`src/rtl/serial_adder_pkg.sv`:
```
// Shared definitions for the bit-serial adder: FSM state encoding and
// the default operand width.
package serial_adder_pkg;

  localparam int SA_WIDTH_DEFAULT = 8;

  typedef enum logic [1:0] {
    IDLE  = 2'd0,
    SHIFT = 2'd1,
    DONE  = 2'd2
  } state_e;

endpackage : serial_adder_pkg

```
`src/rtl/serial_adder_full_adder.sv`:
```
// One-bit full adder used as the serial adder's per-bit datapath.
module Full_adder (
  input  logic a,
  input  logic b,
  input  logic carry_in,
  output logic sum,
  output logic carry
);

  assign sum   = a ^ b ^ carry_in;
  assign carry = (a & b) | (carry_in & (a ^ b));

endmodule : Full_adder

```
`src/rtl/serial_adder.sv`:
```
// Bit-serial adder: computes a + b + carry_in one bit per clock, LSB first,
// through a single full adder. Result and carry are published in the one-cycle
// DONE state and held until the next completion.
// Optional feature: define SERIAL_ADDER_OVERFLOW_EN to add the signed
// overflow output (carry into MSB XOR carry out of MSB).
module serial_adder
  import serial_adder_pkg::*;
#(
  parameter int WIDTH = SA_WIDTH_DEFAULT
) (
  input  logic             clk,
  input  logic             rst,
  input  logic             start,
  input  logic [WIDTH-1:0] a,
  input  logic [WIDTH-1:0] b,
  input  logic             carry_in,
  output logic             busy,
  output logic             done,
  output logic [WIDTH-1:0] sum,
  output logic             carry_out
`ifdef SERIAL_ADDER_OVERFLOW_EN
  ,
  output logic             overflow
`endif
);

  localparam int CNT_W = $clog2(WIDTH) + 1;
  localparam logic [CNT_W-1:0] LAST_CNT = CNT_W'(WIDTH - 1);

  state_e             state_q;
  logic [WIDTH-1:0]   a_q;
  logic [WIDTH-1:0]   b_q;
  logic [WIDTH-1:0]   res_q;
  logic [WIDTH-1:0]   res_d;
  logic               c_q;
  logic [CNT_W-1:0]   cnt_q;
  logic               busy_q;
  logic               done_q;
  logic [WIDTH-1:0]   sum_q;
  logic               carry_out_q;
  logic               fa_sum;
  logic               fa_carry;
`ifdef SERIAL_ADDER_OVERFLOW_EN
  logic               overflow_q;
`endif

  Full_adder u_fa (
    .a        (a_q[0]),
    .b        (b_q[0]),
    .carry_in (c_q),
    .sum      (fa_sum),
    .carry    (fa_carry)
  );

  // Result register shifts right with the new sum bit entering at the MSB;
  // after WIDTH steps the LSB-first bits sit in their natural positions.
  assign res_d = WIDTH'({fa_sum, res_q} >> 1);

  // Control FSM and serial datapath: load on accepted start, one bit per
  // SHIFT cycle, publish the result on the transition into DONE.
  always_ff @(posedge clk) begin
    if (rst) begin
      state_q     <= IDLE;
      a_q         <= '0;
      b_q         <= '0;
      res_q       <= '0;
      c_q         <= 1'b0;
      cnt_q       <= '0;
      busy_q      <= 1'b0;
      done_q      <= 1'b0;
      sum_q       <= '0;
      carry_out_q <= 1'b0;
`ifdef SERIAL_ADDER_OVERFLOW_EN
      overflow_q  <= 1'b0;
`endif
    end else begin
      done_q <= 1'b0;
      unique case (state_q)
        IDLE, DONE: begin
          if (start) begin
            a_q     <= a;
            b_q     <= b;
            res_q   <= '0;
            c_q     <= carry_in;
            cnt_q   <= '0;
            busy_q  <= 1'b1;
            state_q <= SHIFT;
          end else begin
            state_q <= IDLE;
          end
        end
        SHIFT: begin
          a_q   <= a_q >> 1;
          b_q   <= b_q >> 1;
          res_q <= res_d;
          c_q   <= fa_carry;
          cnt_q <= cnt_q + CNT_W'(1);
          if (cnt_q == LAST_CNT) begin
            state_q     <= DONE;
            busy_q      <= 1'b0;
            done_q      <= 1'b1;
            sum_q       <= res_d;
            carry_out_q <= fa_carry;
`ifdef SERIAL_ADDER_OVERFLOW_EN
            // c_q holds the carry into the MSB during the final step.
            overflow_q  <= c_q ^ fa_carry;
`endif
          end
        end
        default: begin
          state_q <= IDLE;
          busy_q  <= 1'b0;
        end
      endcase
    end
  end

  assign busy      = busy_q;
  assign done      = done_q;
  assign sum       = sum_q;
  assign carry_out = carry_out_q;
`ifdef SERIAL_ADDER_OVERFLOW_EN
  assign overflow  = overflow_q;
`endif

endmodule : serial_adder

```
`config.mk`:
```
export PLATFORM = sky130hd
export DESIGN_NAME = serial_adder
export DESIGN_NICKNAME = d
export VERILOG_FILES = /design/src/rtl/serial_adder_pkg.sv /design/src/rtl/serial_adder_full_adder.sv /design/src/rtl/serial_adder.sv
export SDC_FILE = /design/constraint.sdc
export NUM_CORES = 1
export LEC_CHECK = 0
export ABC_AREA = 1
export CAP_MARGIN = 20
export CORE_ASPECT_RATIO = 0.8
export CORE_MARGIN = 4
export CORE_UTILIZATION = 52
export CTS_CLUSTER_SIZE = 8
export DETAILED_ROUTE_END_ITERATION = 10
export PLACE_DENSITY = 0.75
export SLEW_MARGIN = 10
export SYNTH_ARGS = -nofsm -noshare
export SYNTH_HDL_FRONTEND = slang
export SYNTH_HIERARCHICAL = 1
export SYNTH_SLANG_ARGS = --single-unit
```
`constraint.sdc`:
```
create_clock -name clk -period 1.5 [get_ports clk]
set_input_delay 0.45 -clock clk [delete_from_list [all_inputs] [get_ports clk]]
set_output_delay 0.45 -clock clk [all_outputs]
set_load 0.005 [all_outputs]
```
Word level (Yosys, flattened, before mapping)
Cells that the tools add are included.
Widths: inputs -> output; s select.
{"block": "totals", "reg_bits": 42, "latch_bits": 0, "mem_bits_rw": 0, "romBits": 0, "elab_cells": 46, "memories": 0}
{"block": "classes", "n_addsub": 1, "n_mul": 0, "div_mod_pow": 0, "magnitude_cmp": 0, "n_eq_ne": 5, "n_shift": 0, "mux": 17, "bitwise_logic": 6, "reduce_logical": 7}
{"op": "$pmux 8 s2", "count": 3}
{"op": "$mux 8", "count": 3}
{"op": "$pmux 4 s2", "count": 1}
{"op": "$reduce_and 2->1", "count": 3}
{"op": "$mux 1", "count": 5}
{"op": "$add 4x1->4 const B", "count": 1}
{"op": "$eq 4x3->1 const B", "count": 1}
{"op": "$mux 4", "count": 1}
{"op": "$ne 2x2->1 const B", "count": 2}
{"op": "$pmux 1 s2", "count": 2}
{"op": "$pmux 2 s2", "count": 1}
{"op": "$reduce_or 2->1", "count": 2}
{"op": "$and 1x1->1", "count": 2}
{"op": "$eq 2x1->1 const B", "count": 1}
{"op": "$eq 2x2->1 const B", "count": 1}
{"op": "$logic_not 2->1", "count": 1}
{"op": "$mux 2", "count": 1}
{"op": "$reduce_bool 2->1", "count": 1}
{"op": "$xor 1x1->1", "count": 2}
{"op": "$not 1->1", "count": 1}
{"op": "$or 1x1->1", "count": 1}

Logic depth before layout (Yosys ltp)
Gate-level depths: netlist of run 1.
{"block": "logic_depth", "depth_word": 4, "ltp_mapped": 7}

Hierarchy
The synthesis of run 1 kept the hierarchy.
{"mod": "serial_adder", "n_inst": 1, "cells_each": 243, "area_per_inst_um2": 1808.0}
{"mod": "Full_adder", "n_inst": 1, "cells_each": 1, "area_per_inst_um2": 20.0}

Worst setup path after synthesis of run 1
No wires, ideal clock.
{"block": "synth_timing", "kind": "input -> register", "startpoint": "input start", "endpoint": "register b_q[7]", "t_arrival_ps": 1035, "t_required_ps": 1368, "setup_slack_ps": 333, "stages": 6, "cell_sequence": "buf_2 -> nand2_4 -> buf_6 -> buf_6 -> nand3_1 -> a21oi_1"}
{"block": "synth_between", "elab_chain_len": 2}
{"item": "start, declared", "line": "serial_adder.sv:13", "source": "input logic start,"}
{"item": "$ne 2x2->1 (no source line)"}
{"item": "$reduce_and 2->1 (no source line)"}
{"item": "end signal, assigned", "line": "serial_adder.sv:94", "source": "b_q <= b_q >> 1;"}
{"item": "end, declared", "line": "serial_adder.sv:32", "source": "logic [WIDTH-1:0] b_q;"}
No other way between the ends.
A chain may end at the register's enable or synchronous reset.

Worst setup path in the final report of run 1
{"block": "layout_timing", "startpoint": "register busy_q, in the netlist busy", "endpoint": "output busy"}
{"item": "start, declared", "line": "serial_adder.sv:37", "source": "logic busy_q;"}
{"item": "start signal, assigned", "line": "serial_adder.sv:69", "source": "busy_q <= 1'b0;"}
{"item": "start signal, assigned", "line": "serial_adder.sv:86", "source": "busy_q <= 1'b1;"}
{"item": "start signal, assigned", "line": "serial_adder.sv:100", "source": "busy_q <= 1'b0;"}
{"item": "end, declared", "line": "serial_adder.sv:17", "source": "output logic busy,"}
No word-level cell between the ends.

==> results.py, run 1 <==
metrics = {
    "outcome": {
        "status": "finished clean",
    },
    "place": {
        "io_buffers": 30,
        "gp_congestion": 0.7786,
        "pre_cts_ws_ps": -122.9,
        "hpwl_um": 2759,
        "placedCellCount": 310,
    },
    "worst_setup_path": {
        "crit_arrival_ps": 880,
        "crit_path_end_kind": "output port",
        "path_max_fanout": 2,
        "crit_family": "flip-flops",
        "critPathSlowestCell": "dfxtp_1",
        "path_class": "flip-flop to output port",
        "path_cells": "dlygate4sd2_1",
        "cp.buffers_inverters": 1,
        "slowest_delay_ps": 340,
        "cp_data_required_time_ps": 1050,
        "start_kind": "flip-flop",
    },
    "sta": {
        "rsz0062_at_grt": "no",
        "fin_skew_ps": 7.209,
        "final.setup.worst_slack_ps": 174.2,
        "fin_crit_sh_pct": 88.38,
        "hold_viol_final": 0,
        "drv_slew": 0,
        "setup_viol": 0,
        "max_slew_margin_pct": 81.14,
        "max_slew.worst_pin.slew_ps": 279.9,
        "fin_crit_ps": 1326,
        "clock.fmax_mhz": 754.3,
    },
    "clock_network": {
        "clkTransAtPathRegs_ps": 80,
        "cts_sinks": 41,
        "cts_buffers": 5,
        "root_buffer": "clkbuf_8",
        "insertion_delay_ps": 300,
        "clockBufferDepth": 2,
        "ctsHtreeMaxLevel": 2,
        "cts_tree": "done",
    },
    "global_routing": {
        "grt_usage_pct": 20.40,
        "grt_pass1_wl_um": 6962,
        "antenna_found_initial": 0,
        "grt_overflow": 0,
        "grt_pass1_vias": 1481,
        "grt_start_max_net_pins": 29,
    },
    "routing": {
        "drt_pass1_iterations": 4,
        "ant_nets": 0,
        "wire_per_inst_um": 12.91,
        "drt-total-wl_um": 4105,
        "drt_iter0_drc": 139,
        "viasPerCell": 5.381,
        "drc": 0,
        "dr_total_vias": 1711,
    },
    "synth": {
        "syn_nets": 266,
        "syn-cell-area_um2": 1828,
        "netlist_instances": 244,
        "syn_avg_cell_area_um2": 7.492,
        "ys_warn_count": 6,
        "synth_top_area_cell": "dfxtp_1",
        "synth_seq_cells": 41,
        "ys_seq_area_share_pct": 44.90,
        "synth_top_area_share_pct": 44.90,
        "ys_top_cells_by_area": "dfxtp_1, nand3_1, nand2_1",
        "yosysUniqueCellTypes": 21,
    },
    "cells_and_area": {
        "final_net_count": 299,
        "antenna_cells": 0,
        "layout_common_cells": "nand3_1, nand2_1, dfxtp_1, a21oi_1",
        "final_util_pct": 72.42,
        "final_cell_count_no_fill": 318,
        "final_common_cell": "nand3_1",
        "drive_gt1_share_pct": 11.15,
        "synthToLayoutAreaGrowth_pct": 27.58,
    },
    "floorplan": {
        "rows": 18,
        "core_area_um2": 3221,
        "die_area_um2": 4534,
        "initial_utilization_pct": 56.76,
        "io_pins": 31,
        "die_height_um": 61.03,
        "die_w_um": 74.29,
    },
    "pwr": {
        "power.leakage_nw": 1.021,
        "power_density_nw_per_um2": 1079,
        "ir_drop_mv": 0.8289,
    },
    "hold_path": {
        "hold_path_class": "flip-flop to flip-flop",
    },
    "run": {
        "drv_cap": 0,
    },
}
final timing paths:
check,cells after the start,from,to,slack (ps)
worst max-delay path,1,busy,busy,170
worst min-delay path,2,sum[4],sum[4],460
worst max register to register,6,cnt_q[0],sum[1],190
worst min register to register,2,sum[4],sum[4],460
synth_stat cells:
| library cell | count |
|---|---|
| nand2_4 | 1 |
| nor2_1 | 7 |
| inv_4 | 1 |
| buf_4 | 5 |
| nand3_1 | 67 |
| inv_1 | 19 |
| buf_1 | 3 |
| nand4_1 | 8 |
| nand2_2 | 1 |
| inv_2 | 1 |
| a21oi_1 | 30 |
| ha_1 | 1 |
| clkbuf_1 | 1 |
| buf_2 | 7 |
| fa_1 | 1 |
| nand2_1 | 41 |
| nor2_4 | 1 |
| o21ai_0 | 4 |
| buf_6 | 3 |
| dfxtp_1 | 41 |
| o21a_1 | 1 |
power by group:
part | internal [mW] | total (mW) | switching (mW) | leakage (nW)
Combinational | 0.146 | 0.313 | 0.167 | 0.618
Sequential | 1.13 | 1.16 | 0.0292 | 0.335
Clock | 0.661 | 1.04 | 0.384 | 0.0681
Total | 1.94 | 2.52 | 0.580 | 1.02
kinds of logic after synthesis:
family / synth area share (%)
AOI/OAI and AO/OA: 9.719
and+or+nand+nor: 32.51
buffers and inverters: 11.09
adders and majority gates: 1.780
DFF: 44.90
registers in the layout, summed over array words and instances (netlist names):
signal,flops
b_q,8
done,1
res_q,7
busy,1
carry_out,1
a_q,8
c_q,1
sum,8
state_q,2
cnt_q,4
layout make-up:
class	count	area, µm²
Inverter	21	81.33
Fill cell	282	888.4
Timing Repair Buffer	45	436.7
Sequential cell	41	823.3
Clock buffer	5	68.82
Multi-Input combinational cell	163	807.0
Clock inverter	3	65.06
Tap cell	40	50.05
worst register-to-register path: cells and delay by family (launching register included):
family / cells / cell delay [ps]
and+or+nand+nor: 5 / 630
DFF: 1 / 390
adders and majority gates: 1 / 180
metrics by stage:
step | cell area [µm²] | hold slack [ps] | TNS, ps | power (mW)
final | 2332 | 462.9 | 0 | 2.517
after global routing | 2332 | 482.7 | 0 | 2.640
after CTS | 2330 | 465.9 | 0 | 2.531
after detailed placement | 2207 | 458.0 | -2892 | 1.497
after global placement | 2207 | 454.3 | -2591 | 1.493
after floorplan | 1828 | 456.7 | 0 | 1.378
what timing repair did:
item,CTS,global route
cloned,0,0
resized for setup,13,1
buffers inserted,0,0
pin swaps,0,0
endpoints found under the setup margin,11,10
hold buffers,0,0
metal layers:
| metal | global-route usage, % | up-vias | wire length, µm |
|---|---|---|---|
| met5 | 0 | - | 0 |
| met4 | 6.853 | 0 | 74 |
| met3 | 6.852 | 6 | 217 |
| met2 | 29.92 | 39 | 1794 |
| met1 | 28.44 | 782 | 2018 |
| li1 | - | 884 | - |
No activity file was read; power rests on OpenSTA's default activity.
==> inputs of run 2 (changes only) <==
--- a/config.mk
+++ b/config.mk
@@ -8,11 +8,12 @@
 export ABC_AREA = 1
 export CAP_MARGIN = 20
 export CORE_ASPECT_RATIO = 0.8
-export CORE_MARGIN = 4
+export CORE_MARGIN = 2
 export CORE_UTILIZATION = 52
 export CTS_CLUSTER_SIZE = 8
 export DETAILED_ROUTE_END_ITERATION = 10
 export PLACE_DENSITY = 0.75
+export SETUP_SLACK_MARGIN = 0.1
 export SLEW_MARGIN = 10
 export SYNTH_ARGS = -nofsm -noshare
 export SYNTH_HDL_FRONTEND = slang
==> run 2 against run 1 <==
Clock power fell by 32%. Largest power group unchanged. Critical path depth increased by 4. Setup slack better by 2.3 ps. Final area is 1.4% lower.
==> results.py, run 2 (synthesized netlist as in run 1, its figures left out) <==
metrics = {
    "outcome": {
        "status": "finished clean",
    },
    "cells_and_area": {
        "layout_common_cells": "nand3_1, nand2_1, dfxtp_1, a21oi_1, inv_1",
        "final_common_cell": "nand3_1",
        "ff_latch_area_um2": 827.0,
        "final_net_count": 300,
        "multi_input_area_um2": 809.5,
        "nFillCells": 328,
        "synthToLayoutAreaGrowth_pct": 25.74,
        "drive_gt1_share_pct": 12.59,
        "final_cell_count_no_fill": 320,
        "antenna_cells": 0,
    },
    "sta": {
        "fin_skew_ps": 8.628,
        "fin_crit_ps": 1323,
        "max_slew.worst_pin.slew_ps": 329.4,
        "hold_viol_final": 0,
        "setup_viol": 0,
        "clock.fmax_mhz": 755.6,
        "fin_crit_sh_pct": 88.23,
        "rsz0062_at_grt": "yes",
        "max_slew_margin_pct": 77.96,
        "drv_slew": 0,
    },
    "place": {
        "hpwl_um": 2794,
        "gp_congestion": 0.8009,
        "placedCellCount": 313,
        "io_buffers": 30,
    },
    "pwr": {
        "ir_drop_mv": 0.9124,
        "clkPwrFrac_pct": 32.5,
        "power_density_nw_per_um2": 952.7,
        "total_power_mw": 2.190,
        "comb_power_share_pct": 14.5,
        "netSwitchingFraction_pct": 25.07,
        "internal_power_mw": 1.641,
        "seqPwrFrac_pct": 53.0,
        "power.leakage_nw": 1.006,
        "switchingPower_uw": 549.0,
    },
    "global_routing": {
        "antenna_found_initial": 0,
        "grt_overflow": 0,
        "grt_pass1_vias": 1618,
        "grt_start_max_net_pins": 22,
        "grt_pass1_wl_um": 7113,
        "grt_usage_pct": 22.12,
    },
    "floorplan": {
        "core_area_um2": 3400,
        "rows": 19,
        "initial_utilization_pct": 53.77,
        "io_pins": 31,
        "die_height_um": 57.03,
        "die_w_um": 70.29,
        "die_area_um2": 4009,
    },
    "routing": {
        "viasPerCell": 5.363,
        "ant_nets": 0,
        "wire_per_inst_um": 13.17,
        "dr_total_vias": 1716,
        "drt_iter0_drc": 124,
        "drt_pass1_iterations": 5,
        "drc": 0,
        "drt-total-wl_um": 4213,
    },
    "clock_network": {
        "clockBufferDepth": 2,
        "cts_sinks": 41,
        "cts_buffers": 5,
        "ctsHtreeMaxLevel": 2,
        "post_cts_buffers": 0,
        "cts_tree": "done",
        "cts_hold_buffers": 0,
        "cts-resized-gates": 16,
        "root_buffer": "clkbuf_8",
        "clkTransAtPathRegs_ps": 70,
        "insertion_delay_ps": 290,
    },
    "worst_setup_path": {
        "cp_data_required_time_ps": 1660,
        "path_max_fanout": 16,
        "path_class": "flip-flop to flip-flop",
        "reg2reg_setup_slack_ps": 180,
        "crit_arrival_ps": 1490,
        "crit_path_end_kind": "flip-flop",
        "start_kind": "flip-flop",
    },
    "hold_path": {
        "hold_path_class": "flip-flop to flip-flop",
    },
    "run": {
        "drv_cap": 0,
    },
}
## run 2: routing by layer
metal	track usage (%)	vias to the layer above	share of wire, %
met1	30.69	780	48
met3	6.360	4	5.9
met4	7.143	0	0.74
met5	0	-	0
met2	33.56	51	46
li1	-	881	-
## run 2: power groups by stage
stage                     clock network, mW  registers [mW]  logic (mW)
after floorplan                           0            1.18       0.203
after global placement                    0            1.18       0.310
after detailed placement                  0            1.18       0.314
after CTS                             0.733            1.16       0.316
after global routing                  0.774            1.16       0.352
final                                 0.711            1.16       0.318
## run 2: cell type report
class / instances / area share, %
Multi-Input combinational cell: 163 / 35.22
Inverter: 21 / 3.538
Timing Repair Buffer: 46 / 19.05
Clock buffer: 6 / 3.593
Tap cell: 42 / 2.286
Clock inverter: 1 / 0.3266
Sequential cell: 41 / 35.98
## run 2: worst paths after layout
kind	start	endpoint	cells after the start
setup / recovery	state_q[0]	res_q[2]	5
hold / removal	sum[2]	sum[2]	2
setup reg to reg	state_q[0]	res_q[2]	5
hold reg to reg	sum[2]	sum[2]	2
## run 2: critical path, cell delays in order (launching register included)
cell     delay [ps]
dfxtp_1         400
buf_4           200
nand2_2         230
buf_4           240
nand3_1          70
a21oi_1          70
## run 2: metrics by stage
stage	setup TNS (ps)	area, µm²	hold WS [ps]	util [%]	setup slack, ps
4_1_cts	0	2288	466.2	67.32	154.7
6_report	0	2298	463.5	67.61	176.5
3_3_place_gp	-1491	2205	456.2	64.85	-105.5
2_1_floorplan	0	1828	456.7	-	333.0
5_1_grt	0	2298	492.7	67.61	100.7
3_5_place_dp	-2016	2205	461.2	64.85	-135.0
==> inputs of run 3 (changes only) <==
--- a/config.mk
+++ b/config.mk
@@ -9,10 +9,10 @@
 export CAP_MARGIN = 20
 export CORE_ASPECT_RATIO = 0.8
 export CORE_MARGIN = 2
-export CORE_UTILIZATION = 52
+export CORE_UTILIZATION = 47
 export CTS_CLUSTER_SIZE = 8
 export DETAILED_ROUTE_END_ITERATION = 10
-export PLACE_DENSITY = 0.75
+export PLACE_DENSITY = 0.72
 export SETUP_SLACK_MARGIN = 0.1
 export SLEW_MARGIN = 10
 export SYNTH_ARGS = -nofsm -noshare
==> constraint.sdc (replaced) <==
create_clock -name clk -period 1.1 [get_ports clk]
set_input_delay 0.33 -clock clk [delete_from_list [all_inputs] [get_ports clk]]
set_output_delay 0.33 -clock clk [all_outputs]
set_load 0.005 [all_outputs]
==> run 3 against run 2 <==
The run now ends with negative setup slack left. Non-clock buffer count is 18 higher. Cell count is 6.6% higher. Sequential cell count stayed put. Clock skew is 0.85 ps lower. Sequential power is 37% higher. Critical endpoint is now sum[3]. Largest cell class is now multi-input combinational cells. Largest power group unchanged.
==> results.py, run 3 (synthesized netlist as in run 1, its figures left out) <==
metrics = {
    "worst_setup_path": {
        "slowest_delay_ps": 380,
        "worst-r2r-cell-count": 6,
        "path_cells": "ha_4 > nand2_4 > nor2_4 > buf_6 > nand4_1 > nand2_1",
        "critPathSlowestCell": "dfxtp_4",
        "start_kind": "flip-flop",
        "reg2reg_setup_slack_ps": -50,
        "r2r_end": "sum[3]",
        "cp_data_required_time_ps": 1330,
        "path_class": "flip-flop to flip-flop",
        "path_max_fanout": 7,
        "crit_arrival_ps": 1380,
        "crit_path_end_kind": "flip-flop",
        "r2r-start": "cnt_q[0]",
    },
    "hold_path": {
        "min_delay_worst_endpoint": "carry_out",
        "whs_path_depth": 2,
        "hold_path_class": "flip-flop to flip-flop",
        "min_from": "carry_out",
    },
    "routing": {
        "drt-total-wl_um": 4694,
        "drt_pass1_iterations": 5,
        "ant_nets": 0,
        "viasPerCell": 5.396,
        "drc": 0,
        "wire_per_inst_um": 13.77,
        "dr_total_vias": 1840,
        "drt_iter0_drc": 97,
    },
    "cells_and_area": {
        "final_cell_count_no_fill": 341,
        "stdcell_area_um2": 2776,
        "final_common_cell": "nand3_1",
        "drive_gt1_share_pct": 40.07,
        "antenna_cells": 0,
        "final_net_count": 318,
        "final_util_pct": 73.97,
        "layout_common_cells": "nand3_1, nand2_1, dfxtp_1",
        "nFillCells": 281,
        "synthToLayoutAreaGrowth_pct": 51.88,
    },
    "run": {
        "drv_cap": 0,
    },
    "pwr": {
        "power_density_nw_per_um2": 1137,
        "total_power_mw": 3.157,
        "ir_drop_mv": 0.7449,
        "power.leakage_nw": 1.167,
    },
    "sta": {
        "clock.fmax_mhz": 868.5,
        "hold_ws_ps": 467.7,
        "max_slew.worst_pin.slew_ps": 315.1,
        "fin_crit_sh_pct": 104.7,
        "rsz0062_at_grt": "yes",
        "fin_skew_ps": 7.777,
        "max_slew_margin_pct": 78.95,
        "drv_slew": 0,
        "timing.setup.tns_ps": -565.2,
        "hold_viol_final": 0,
        "final.setup.worst_slack_ps": -51.36,
        "setup_viol": 17,
        "fin_crit_ps": 1151,
    },
    "global_routing": {
        "grt_overflow": 0,
        "grt_pass1_wl_um": 7596,
        "antenna_found_initial": 0,
        "grt_pass1_vias": 1693,
        "grt_usage_pct": 22.39,
        "grt_start_max_net_pins": 22,
    },
    "place": {
        "placedCellCount": 326,
        "io_buffers": 30,
        "gp_congestion": 0.8410,
        "hpwl_um": 3011,
        "pre_cts_ws_ps": -435.7,
        "place_area_um2": 2405,
    },
    "outcome": {
        "violations": "negative setup slack",
        "status": "finished, violations left",
    },
    "clock_network": {
        "cts_tree": "done",
        "ctsHtreeMaxLevel": 2,
        "cts_hold_buffers": 0,
        "root_buffer": "clkbuf_8",
        "insertion_delay_ps": 290,
        "clockBufferDepth": 2,
        "cts_buffers": 5,
        "cts_sinks": 41,
        "clkTransAtPathRegs_ps": 80,
    },
    "floorplan": {
        "die_w_um": 73.73,
        "io_pins": 31,
        "die_area_um2": 4407,
        "initial_utilization_pct": 48.70,
        "rows": 20,
        "die_height_um": 59.78,
        "core_area_um2": 3754,
    },
}
## run 3: area by class of cell
cell class                      count  area [µm²]  share of cell area (%)
Clock inverter                      2       10.01                  0.3605
Tap cell                           44       55.05                   1.983
Multi-Input combinational cell    163        1047                   37.72
Sequential cell                    41       844.6                   30.42
Timing Repair Buffer               64       660.6                   23.79
Inverter                           21       86.33                   3.110
Clock buffer                        6       72.57                   2.614
## run 3: routing by layer
layer | vias to the layer above | GRT usage (%) | wire, µm
met5 | - | 0 | 0
li1 | 927 | - | -
met2 | 40 | 36.61 | 2269
met1 | 865 | 30.09 | 2177
met4 | 0 | 7.273 | 85
met3 | 8 | 4.047 | 161
## run 3: worst max-delay path: cells and delay by family (launching register included)
kind                       cells  cell delay, ps
DFF                            1             380
buffers and inverters          1             150
and+or+nand+nor                4             410
adders and majority gates      1             140
## run 3: report_power, final
group / leakage (nW) / switching, mW / internal [mW]
clock: 0.0450 / 0.495 / 0.440
combinational: 0.781 / 0.310 / 0.319
sequential: 0.341 / 0.0500 / 1.54
## run 3: worst max path at each step
stage                        start        end  cells past startpoint
after floorplan                c_q        c_q                      5
after global placement       start     a_q[0]                      6
after detailed placement     start        c_q                      6
after CTS                   a_q[0]   res_q[7]                      3
after global routing      cnt_q[0]  carry_out                      6
final                     cnt_q[0]     sum[3]                      6
## run 3: repair_timing
action / in CTS / in global routing
gates resized for setup: 87 / 34
endpoints found under the setup margin: 52 / 52
setup buffers: 6 / 0
gates cloned: 0 / 1
pin swaps: 15 / 17
